**src/rtl/reg_read_port_if.sv**
```systemverilog
`default_nettype none
// ============================================================================
// Module   : reg_read_port_if
// Summary  : Decode-side register file bus: read ports, write-back, load scoreboard.
// Revision : 1.0
// ============================================================================
interface reg_read_port_if #(
  parameter int NREG  = 32,
  parameter int WIDTH = 64
);
  localparam int AW = $clog2(NREG);
  localparam int CW = $clog2(NREG + 1);

  logic [AW-1:0]    rd_addr_a;
  logic             rd_en_a;
  logic [WIDTH-1:0] rd_data_a;
  logic [AW-1:0]    rd_addr_b;
  logic             rd_en_b;
  logic [WIDTH-1:0] rd_data_b;
  logic             wr_en;
  logic [AW-1:0]    wr_addr;
  logic [WIDTH-1:0] wr_data;
  logic             pend_set;
  logic [AW-1:0]    pend_addr;
  logic             stall;
  logic [CW-1:0]    pend_count;

  modport master (
    output rd_addr_a, rd_en_a, rd_addr_b, rd_en_b,
    output wr_en, wr_addr, wr_data, pend_set, pend_addr,
    input  rd_data_a, rd_data_b, stall, pend_count
  );

  modport slave (
    input  rd_addr_a, rd_en_a, rd_addr_b, rd_en_b,
    input  wr_en, wr_addr, wr_data, pend_set, pend_addr,
    output rd_data_a, rd_data_b, stall, pend_count
  );
endinterface
`default_nettype wire

```
**src/rtl/reg_read_port.sv**
```systemverilog
`default_nettype none
// ============================================================================
// Module   : reg_read_port
// Summary  : 32x64 register file with two bypassed read ports and load-use stall.
// Revision : 1.0
// ============================================================================
module reg_read_port #(
  parameter int NREG     = 32,
  parameter int WIDTH    = 64,
  parameter int ZERO_REG = 31
) (
  input  logic             clk,
  input  logic             reset,
  reg_read_port_if.slave   bus
);
  localparam int AW = $clog2(NREG);
  localparam int CW = $clog2(NREG + 1);
  localparam logic [AW-1:0] ZERO_A = AW'(ZERO_REG);

  logic [WIDTH-1:0] regs_q [NREG];
  logic [NREG-1:0]  pend_q;
  logic [NREG-1:0]  pend_d;
  logic             wr_ok;
  logic [WIDTH-1:0] data_a;
  logic [WIDTH-1:0] data_b;
  logic             stall_a;
  logic             stall_b;
  logic [CW-1:0]    count;

  assign wr_ok = bus.wr_en && (bus.wr_addr != ZERO_A);

  always_ff @(posedge clk or negedge reset) begin
    if (!reset) begin
      for (int i = 0; i < NREG; i++) begin
        regs_q[i] <= '0;
      end
    end else if (wr_ok) begin
      regs_q[bus.wr_addr] <= bus.wr_data;
    end
  end

  // Set is applied after clear so a new load on the retiring register stays pending.
  always_comb begin
    pend_d = pend_q;
    if (bus.wr_en) begin
      pend_d[bus.wr_addr] = 1'b0;
    end
    if (bus.pend_set && (bus.pend_addr != ZERO_A)) begin
      pend_d[bus.pend_addr] = 1'b1;
    end
    pend_d[ZERO_REG] = 1'b0;
  end

  always_ff @(posedge clk or negedge reset) begin
    if (!reset) begin
      pend_q <= '0;
    end else begin
      pend_q <= pend_d;
    end
  end

  function automatic logic [WIDTH-1:0] read_mux(
    input logic [AW-1:0]    addr,
    input logic             wen,
    input logic [AW-1:0]    waddr,
    input logic [WIDTH-1:0] wdata,
    input logic [WIDTH-1:0] stored
  );
    if (addr == ZERO_A) begin
      return '0;
    end else if (wen && (waddr == addr)) begin
      return wdata;
    end else begin
      return stored;
    end
  endfunction

  always_comb begin
    data_a = read_mux(bus.rd_addr_a, bus.wr_en, bus.wr_addr, bus.wr_data,
                      regs_q[bus.rd_addr_a]);
    data_b = read_mux(bus.rd_addr_b, bus.wr_en, bus.wr_addr, bus.wr_data,
                      regs_q[bus.rd_addr_b]);
  end

  // A write retiring this cycle feeds the operand through the bypass, so no hazard.
  always_comb begin
    stall_a = bus.rd_en_a && pend_q[bus.rd_addr_a]
              && !(bus.wr_en && (bus.wr_addr == bus.rd_addr_a));
    stall_b = bus.rd_en_b && pend_q[bus.rd_addr_b]
              && !(bus.wr_en && (bus.wr_addr == bus.rd_addr_b));
  end

  always_comb begin
    count = '0;
    for (int i = 0; i < NREG; i++) begin
      count = count + CW'(pend_q[i]);
    end
  end

  // Reset also masks the bypass path so outputs read zero even with wr_en high.
  assign bus.rd_data_a  = reset ? data_a : '0;
  assign bus.rd_data_b  = reset ? data_b : '0;
  assign bus.stall      = reset && (stall_a || stall_b);
  assign bus.pend_count = reset ? count : '0;
endmodule
`default_nettype wire

```
**src/flat_wrapper.sv**
```systemverilog
// flat-port wrapper written by rule: the top's interface ports become plain ports
module reg_read_port_flat 
#(
  parameter int NREG     = 32,
  parameter int WIDTH    = 64,
  parameter int ZERO_REG = 31
)
  (clk, reset, bus_rd_addr_a, bus_rd_en_a, bus_rd_addr_b, bus_rd_en_b, bus_wr_en, bus_wr_addr, bus_wr_data, bus_pend_set, bus_pend_addr, bus_rd_data_a, bus_rd_data_b, bus_stall, bus_pend_count);
  reg_read_port_if #(.NREG(NREG), .WIDTH(WIDTH)) bus_i ();
  input  logic clk;
  input  logic reset;
  input wire logic [$bits(bus_i.rd_addr_a)-1:0] bus_rd_addr_a;
  input wire logic [$bits(bus_i.rd_en_a)-1:0] bus_rd_en_a;
  input wire logic [$bits(bus_i.rd_addr_b)-1:0] bus_rd_addr_b;
  input wire logic [$bits(bus_i.rd_en_b)-1:0] bus_rd_en_b;
  input wire logic [$bits(bus_i.wr_en)-1:0] bus_wr_en;
  input wire logic [$bits(bus_i.wr_addr)-1:0] bus_wr_addr;
  input wire logic [$bits(bus_i.wr_data)-1:0] bus_wr_data;
  input wire logic [$bits(bus_i.pend_set)-1:0] bus_pend_set;
  input wire logic [$bits(bus_i.pend_addr)-1:0] bus_pend_addr;
  output wire logic [$bits(bus_i.rd_data_a)-1:0] bus_rd_data_a;
  output wire logic [$bits(bus_i.rd_data_b)-1:0] bus_rd_data_b;
  output wire logic [$bits(bus_i.stall)-1:0] bus_stall;
  output wire logic [$bits(bus_i.pend_count)-1:0] bus_pend_count;
  assign bus_i.rd_addr_a = bus_rd_addr_a;
  assign bus_i.rd_en_a = bus_rd_en_a;
  assign bus_i.rd_addr_b = bus_rd_addr_b;
  assign bus_i.rd_en_b = bus_rd_en_b;
  assign bus_i.wr_en = bus_wr_en;
  assign bus_i.wr_addr = bus_wr_addr;
  assign bus_i.wr_data = bus_wr_data;
  assign bus_i.pend_set = bus_pend_set;
  assign bus_i.pend_addr = bus_pend_addr;
  assign bus_rd_data_a = bus_i.rd_data_a;
  assign bus_rd_data_b = bus_i.rd_data_b;
  assign bus_stall = bus_i.stall;
  assign bus_pend_count = bus_i.pend_count;
  reg_read_port #(.NREG(NREG), .WIDTH(WIDTH), .ZERO_REG(ZERO_REG)) u_core (.clk(clk), .reset(reset), .bus(bus_i));
endmodule
```
**config.mk**
```make
export PLATFORM = sky130hd
export DESIGN_NAME = reg_read_port_flat
export DESIGN_NICKNAME = d
export VERILOG_FILES = /design/src/rtl/reg_read_port_if.sv /design/src/rtl/reg_read_port.sv /design/src/flat_wrapper.sv
export SDC_FILE = /design/constraint.sdc
export NUM_CORES = 2
export LEC_CHECK = 0
export BUFFER_PORTS_ARGS = -buffer_cell sky130_fd_sc_hd__buf_4
export CAP_MARGIN = 20
export CELL_PAD_IN_SITES_DETAIL_PLACEMENT = 0
export CELL_PAD_IN_SITES_GLOBAL_PLACEMENT = 1
export CORE_AREA = 2 2 541 597
export CTS_BUF_LIST = sky130_fd_sc_hd__clkbuf_8
export CTS_CLUSTER_DIAMETER = 120
export DETAILED_ROUTE_END_ITERATION = 8
export DIE_AREA = 0 0 543 599
export PLACE_DENSITY = 0.53
export SLEW_MARGIN = 20
export SYNTH_ARGS = -nofsm -noshare
export SYNTH_HDL_FRONTEND = slang
export SYNTH_SLANG_ARGS = --single-unit
```
**constraint.sdc**
```tcl
create_clock -name clk -period 6.7 [get_ports clk]
set_input_delay 1.34 -clock clk [delete_from_list [all_inputs] [get_ports clk]]
set_output_delay 1.34 -clock clk [all_outputs]
set_load 0.1 [all_outputs]
```
## Yosys cells after proc, flatten, opt, wreduce, memory -nomap -nowiden

Index checks and enable logic that the tools add are counted.
Widths: inputs -> output; s select.

| storage, ports and cells | value |
|---|---|
| register bits after elaboration | 2079 |
| bits of input ports | 90 |
| output and inout bits | 135 |
| logic and storage cells | 126 |

| operators by class | value |
|---|---|
| add/subtract/negate cells | 30 |
| magnitude comparators | 10 |
| eq/ne operators | 6 |
| mux-type cells | 26 |
| bitwise logic cells | 6 |
| reductions and logical operators | 15 |

Operator list:

| cell | number |
|---|---|
| $bwmux 2048 | 1 |
| $mux 64 | 11 |
| $bmux 64 s5 | 2 |
| $demux 64 s5 | 1 |
| $add 6x1->6 | 29 |
| $mux 31 | 2 |
| $and 31x31->31 | 1 |
| $not 31->31 | 1 |
| $or 31x31->31 | 1 |
| $lt 5x6->1 const B | 4 |
| $ge 6x6->1 const B | 3 |
| $not 5->6 | 3 |
| $logic_and 1x1->1 | 12 |
| $bmux 1 s5 | 2 |
| $demux 1 s5 | 2 |
| $eq 5x5->1 | 2 |
| $eq 5x5->1 const B | 2 |
| $ge 5x1->1 const B | 2 |
| $ne 5x5->1 const B | 2 |
| $lt 6x1->1 const B | 1 |
| $mux 6 | 1 |
| $mux 1 | 4 |
| $add 1x1->2 | 1 |
| $logic_not 1->1 | 2 |
| $logic_or 1x1->1 | 1 |

## Logic depth before layout (Yosys ltp)

| depth | value |
|---|---|
| depth after elaboration | 31 |
| gate-level depth with buffers | 17 |
| gate-level depth less buffers | 17 |

## Worst setup path after synthesis

Ideal clock, no wire load.

| path | value |
|---|---|
| kind | register to output |
| start point | reg u_core.pend_q[0] |
| end point | out bus_pend_count[3] |
| data arrival time | 6.120 ns |
| required time | 5.360 ns |
| setup slack | -0.760 ns |
| cell stages (with the launch flop) | 15 |
| buffers on the path | 0 |
| cells stage by stage | dfrtp_1 ha_1 inv_1 fa_1 fa_1 fa_1 fa_1 fa_1 fa_1 inv_1 ha_1 a21o_1 a21oi_1 nor2b_1 nor3_1 |

| on the way | value |
|---|---|
| word-level cells in the longest chain between the ends | 31 |

Ends and longest elaborated chain:

| element | line | RTL |
|---|---|---|
| from (decl) | reg_read_port.sv:21 | `logic [NREG-1:0] pend_q;` |
| from (signal assigned) | reg_read_port.sv:58 | `pend_q <= pend_d;` |
| $add 1x1->2 | reg_read_port.sv:96 | `count = count + CW'(pend_q[i]);` |
| $add 6x1->6 (29 in a row) | reg_read_port.sv:96 |  |
| $mux 6 | reg_read_port.sv:104 | `assign bus.pend_count = reset ? count : '0;` |
| to (decl) | flat_wrapper.sv:24 | `output wire logic [$bits(bus_i.pend_count)-1:0] bus_pend_count;` |

Every way passes these cells.

## Worst setup path after layout

| path | value |
|---|---|
| start point | reg u_core.pend_q[0] |
| end point | out bus_pend_count[4] |

The elaborated chain is that of the path after synthesis.

==> summary.md <==
| Metric | Value |
|---|---|
| Maximum Capacitance Violations | `0` |
| Reg2reg path depth | `2` |
| Iteration-0 DRC count of the detailed router | `4950` |
| Crit end category | `output pin` |
| Mux cell area share after synthesis | `44.5%` |
| Num CTS Buffers | `393` |
| Number of routed nets with antenna violations | `0` |
| Share of cells above drive strength 1 | `55.8%` |
| Critical path fanouts, max | `2` |
| Fill cell total of the finished layout | `29.6k` |
| Area of the core | `0.319 mm2` |
| Adder-Cell Fraction of Synth Area | `0.515%` |
| Via density per instance | `5.92` |
| Summed instance area of the synthesized netlist | `0.111 mm2` |
| Pwr/cell area | `343 mW/mm2` |
| TritonCTS clock tree | `done` |
| Syn. warnings | `0` |
| Setup ws final | `-0.671 ns` |
| Worst rel slew slack | `24.0%` |
| Final Cycle Share | `110%` |
| Top FF cell, synth | `sky130_fd_sc_hd__dfrtp_1` |
| Leak | `0.0543 uW` |
| Number of flip-flops and latches in the synthesized netlist | `2079` |
| Worst flop-to-flop path endpoint | `u_core.pend_q[0]$_DFF_PN0_` |
| Cell breakdown of the critical path | `ha_4 -> inv_2 -> fa_1 -> fa_1 -> fa_1 -> fa_1 -> fa_1 -> fa_1 -> inv_2 -> ha_4 -> fa_2 -> a21o_1 -> a21oi_2 -> xor2_1 -> nor2_4 -> buf_12` |
| Synth Area in XOR/XNOR | `0.0944%` |
| Via count of the first global-routing pass | `74.2k` |
| Area used by multi-input combinational logic | `0.0557 mm2` |
| Deepest clock path buffer count | `4` |
| Routed via count | `69.2k` |
| Global Route Usage Sum | `24.5%` |
| Fraction of the mapped netlist area in compound gates | `3.67%` |
| Detailed-route wire length | `400000 um` |
| Number of DRC violations after detailed routing | `0` |
| Final weighted congestion in routability-driven placement | `0.780` |
| Total count of max-transition violations in the final report | `0` |
| Number of enable-type register cells in the synthesized netlist | `0` |
| Drt pass-1 iters | `6` |
| Clock sinks | `2079` |
| Post-layout net count | `7220` |
| Delay of the slowest cell on the worst path | `0.52 ns` |
| Post-synthesis cell type count | `52` |
| Worst hold path type | `input pin to asynchronous set/reset pin` |
| Capturing element of the worst setup path | `bus_pend_count[4]` |
| Result of the run | `finished, violations left` |
| Number of standard-cell rows in the floorplan | `218` |
| Post-CTS Hold Buffers | `0` |
| Most frequent cell on the critical path | `sky130_fd_sc_hd__fa_1` |
| Remaining global-route overflow | `0` |
| Kind of launch point of the worst setup path | `flip-flop` |
| Final Skew | `0 ns` |
| Hold Violations, Final | `0` |
| Initial core utilization | `34.8%` |
| Cell area reported after detailed placement | `0.117 mm2` |
| Worst setup path startpoint | `u_core.pend_q[0]$_DFF_PN0_` |
| Pin count of the biggest net entering global routing | `154` |
| Share of the yosys chip area belonging to registers | `46.7%` |
| Worst supply voltage drop on vdd | `2240 uV` |
| Total die area | `0.325 mm2` |
| Post-detail-place hpwl | `219000 um` |
| Setup violation total in the final timing report | `5` |
| Unrepaired setup endpoints after global routing | `true` |
| Cell count after synthesis | `7127` |
| Most common cell after layout, fill and taps aside | `sky130_fd_sc_hd__dfrtp_1` |
| Synth Net Count | `7249` |
| Violated checks | `setup timing` |
| Port Buf Inserts | `224` |
| Clock root cell | `sky130_fd_sc_hd__clkbuf_8` |
| Fraction of the mapped netlist area in simple logic gates | `0.960%` |
| Clock slew seen by the registers of the worst setup and hold paths | `0.07 ns` |
| Die width | `543 um` |
| Async S/R FF share, synth | `100%` |
| Achievable Freq | `0.136 GHz` |
| Number of antenna violations at the first check in global routing | `25` |
| Top cell type's share of synthesized area | `46.7%` |
| Most frequent cells in the layout | `2079 x sky130_fd_sc_hd__dfrtp_1, 1984 x sky130_fd_sc_hd__mux2_2, 1072 x sky130_fd_sc_hd__mux4_2, 510 x sky130_fd_sc_hd__clkbuf_8, 353 x sky130_fd_sc_hd__buf_4` |
| Actual slew at the worst max-slew pin | `1.14 ns` |
| Vertical extent of the die | `599 um` |
| Clock period minus worst slack | `7.37 ns` |
| Mean Syn Cell Area | `15.6 um2` |
| Worst hold slack after final layout | `0.180 ns` |
| Crit path max-delay cell type | `sky130_fd_sc_hd__fa_1` |
| Setup slack on the worst flop-to-flop path | `5.82 ns` |
| Cell taking the most area after synthesis | `sky130_fd_sc_hd__dfrtp_1` |
| Routed wire per std cell | `34.2 um` |
| Cell types with the largest area share after synthesis | `sky130_fd_sc_hd__dfrtp_1 47%, sky130_fd_sc_hd__mux4_2 22%, sky130_fd_sc_hd__mux2_2 20%` |
| Launch instance of the worst register-to-register path | `u_core.pend_q[0]$_DFF_PN0_` |
| CP Class | `flip-flop to output pin` |
| Global-route wire length before repair | `573000 um` |
| Post-route standard cell area excluding fillers | `0.126 mm2` |
| Required arrival time at the worst endpoint | `5.36 ns` |
| Number of levels the H-tree was split into | `5` |
| Combinational family with the most area after synthesis | `multiplexers` |
| TNS Setup | `-2.21 ns` |
| CP arrival | `6.03 ns` |
| Top-level port count | `225` |
| Area Overhead vs Synth | `12.8%` |
| Sequential cell area | `0.0520 mm2` |
| Clock latency of the later-clocked register in the worst-skew pair | `1.04 ns` |
-- logic make-up (layout without fill, tap and decap cells) --
| family | after synthesis | in the layout |
|---|---|---|
| flops | 2079 | 2079 |
| compound gates | 542 | 542 |
| fa+ha+maj | 32 | 32 |
| mux | 3362 | 3362 |
| other cells | 0 | 8 |
| xor+xnor | 12 | 12 |
| simple gates | 192 | 192 |
| buf+inv | 908 | 1183 |
-- stage by stage --
stage | utilization, % | setup WS, ns | power (uW) | cells
3_5_place_dp | 36.8 | 0.139 | 29500 | 11000
2_1_floorplan | - | 0.101 | 25500 | 7127
3_3_place_gp | 36.8 | 0.0516 | 29300 | 11000
4_1_cts | 39.3 | -0.841 | 43500 | 11700
5_1_grt | 39.3 | -0.881 | 45400 | 11700
6_report | 39.3 | -0.671 | 43100 | 11700
-- repair_timing --
item | in CTS | in global routing
gates cloned | 0 | 0
resized for setup | 24 | 4
pin swaps | 2 | 1
setup buffers | 4 | 1
setup endpoints to repair | 6 | 6
-- metal layers --
metal | vias up | share of wire (%) | track usage (%)
met5 | - | 0.033 | 0
met3 | 698 | 4.6 | 3.35
met2 | 2001 | 50 | 41.5
met1 | 38700 | 42 | 32.6
met4 | 20 | 3.2 | 7.85
li1 | 27900 | - | -
-- power breakdown --
part | switching, uW | total (uW) | internal [uW] | leakage (uW)
clock network | 5780 | 12700 | 6900 | 0.00461
logic | 6810 | 13700 | 6870 | 0.0231
registers | 1750 | 16700 | 15000 | 0.0266
-- layout make-up --
class                   count  area share, %
clock buffers             510           5.59
inverters                  48          0.144
repair buffers            436           3.36
well taps                4290           4.28
flip-flops and latches   2079           41.5
multi-input cells        4140           44.4
clock inverters           189          0.745
diodes                      8         0.0160
-- synth_stat cells, types with 24 or more instances --
cell type / instances
sky130_fd_sc_hd__mux2i_1: 306
sky130_fd_sc_hd__nor2_1: 34
sky130_fd_sc_hd__mux2_2: 1984
sky130_fd_sc_hd__clkbuf_1: 523
sky130_fd_sc_hd__o21ai_0: 56
sky130_fd_sc_hd__buf_1: 63
sky130_fd_sc_hd__a211oi_1: 82
sky130_fd_sc_hd__nand2b_1: 36
sky130_fd_sc_hd__o22ai_1: 95
sky130_fd_sc_hd__mux4_2: 1072
sky130_fd_sc_hd__a22o_1: 98
sky130_fd_sc_hd__inv_1: 48
sky130_fd_sc_hd__a221oi_1: 83
sky130_fd_sc_hd__a22oi_1: 24
sky130_fd_sc_hd__o21ai_1: 32
sky130_fd_sc_hd__buf_2: 249
sky130_fd_sc_hd__nand2_1: 28
sky130_fd_sc_hd__dfrtp_1: 2079
sky130_fd_sc_hd__a32o_1: 34
-- sequential cells by signal (all words and copies together) (netlist names) --
signal	count
u_core.pend_q	31
u_core.regs_q	2048
-- worst max-delay path: cells and delay by family, from the launching register on --
family / cells / cell delay, ns
fa+ha+maj: 9 / 3.68
compound gates: 2 / 0.34
xor+xnor: 1 / 0.24
flops: 1 / 0.42
buf+inv: 3 / 0.25
simple gates: 1 / 0.06
-- worst min-delay path by stage --
stage | startpoint | endpoint | slack [ns] | cells after the start
5_1_grt | reset | u_core.regs_q[1469]$_DFFE_PN0P_ | 0.16 | 1
6_report | reset | u_core.regs_q[1466]$_DFFE_PN0P_ | 0.18 | 1
4_1_cts | reset | u_core.regs_q[641]$_DFFE_PN0P_ | 0.09 | 1
3_3_place_gp | u_core.regs_q[58]$_DFFE_PN0P_ | u_core.regs_q[58]$_DFFE_PN0P_ | 0.38 | 0
3_5_place_dp | u_core.regs_q[0]$_DFFE_PN0P_ | u_core.regs_q[0]$_DFFE_PN0P_ | 0.38 | 0
2_1_floorplan | u_core.regs_q[0]$_DFFE_PN0P_ | u_core.regs_q[0]$_DFFE_PN0P_ | 0.44 | 1
(Power assumes the default switching activity.)
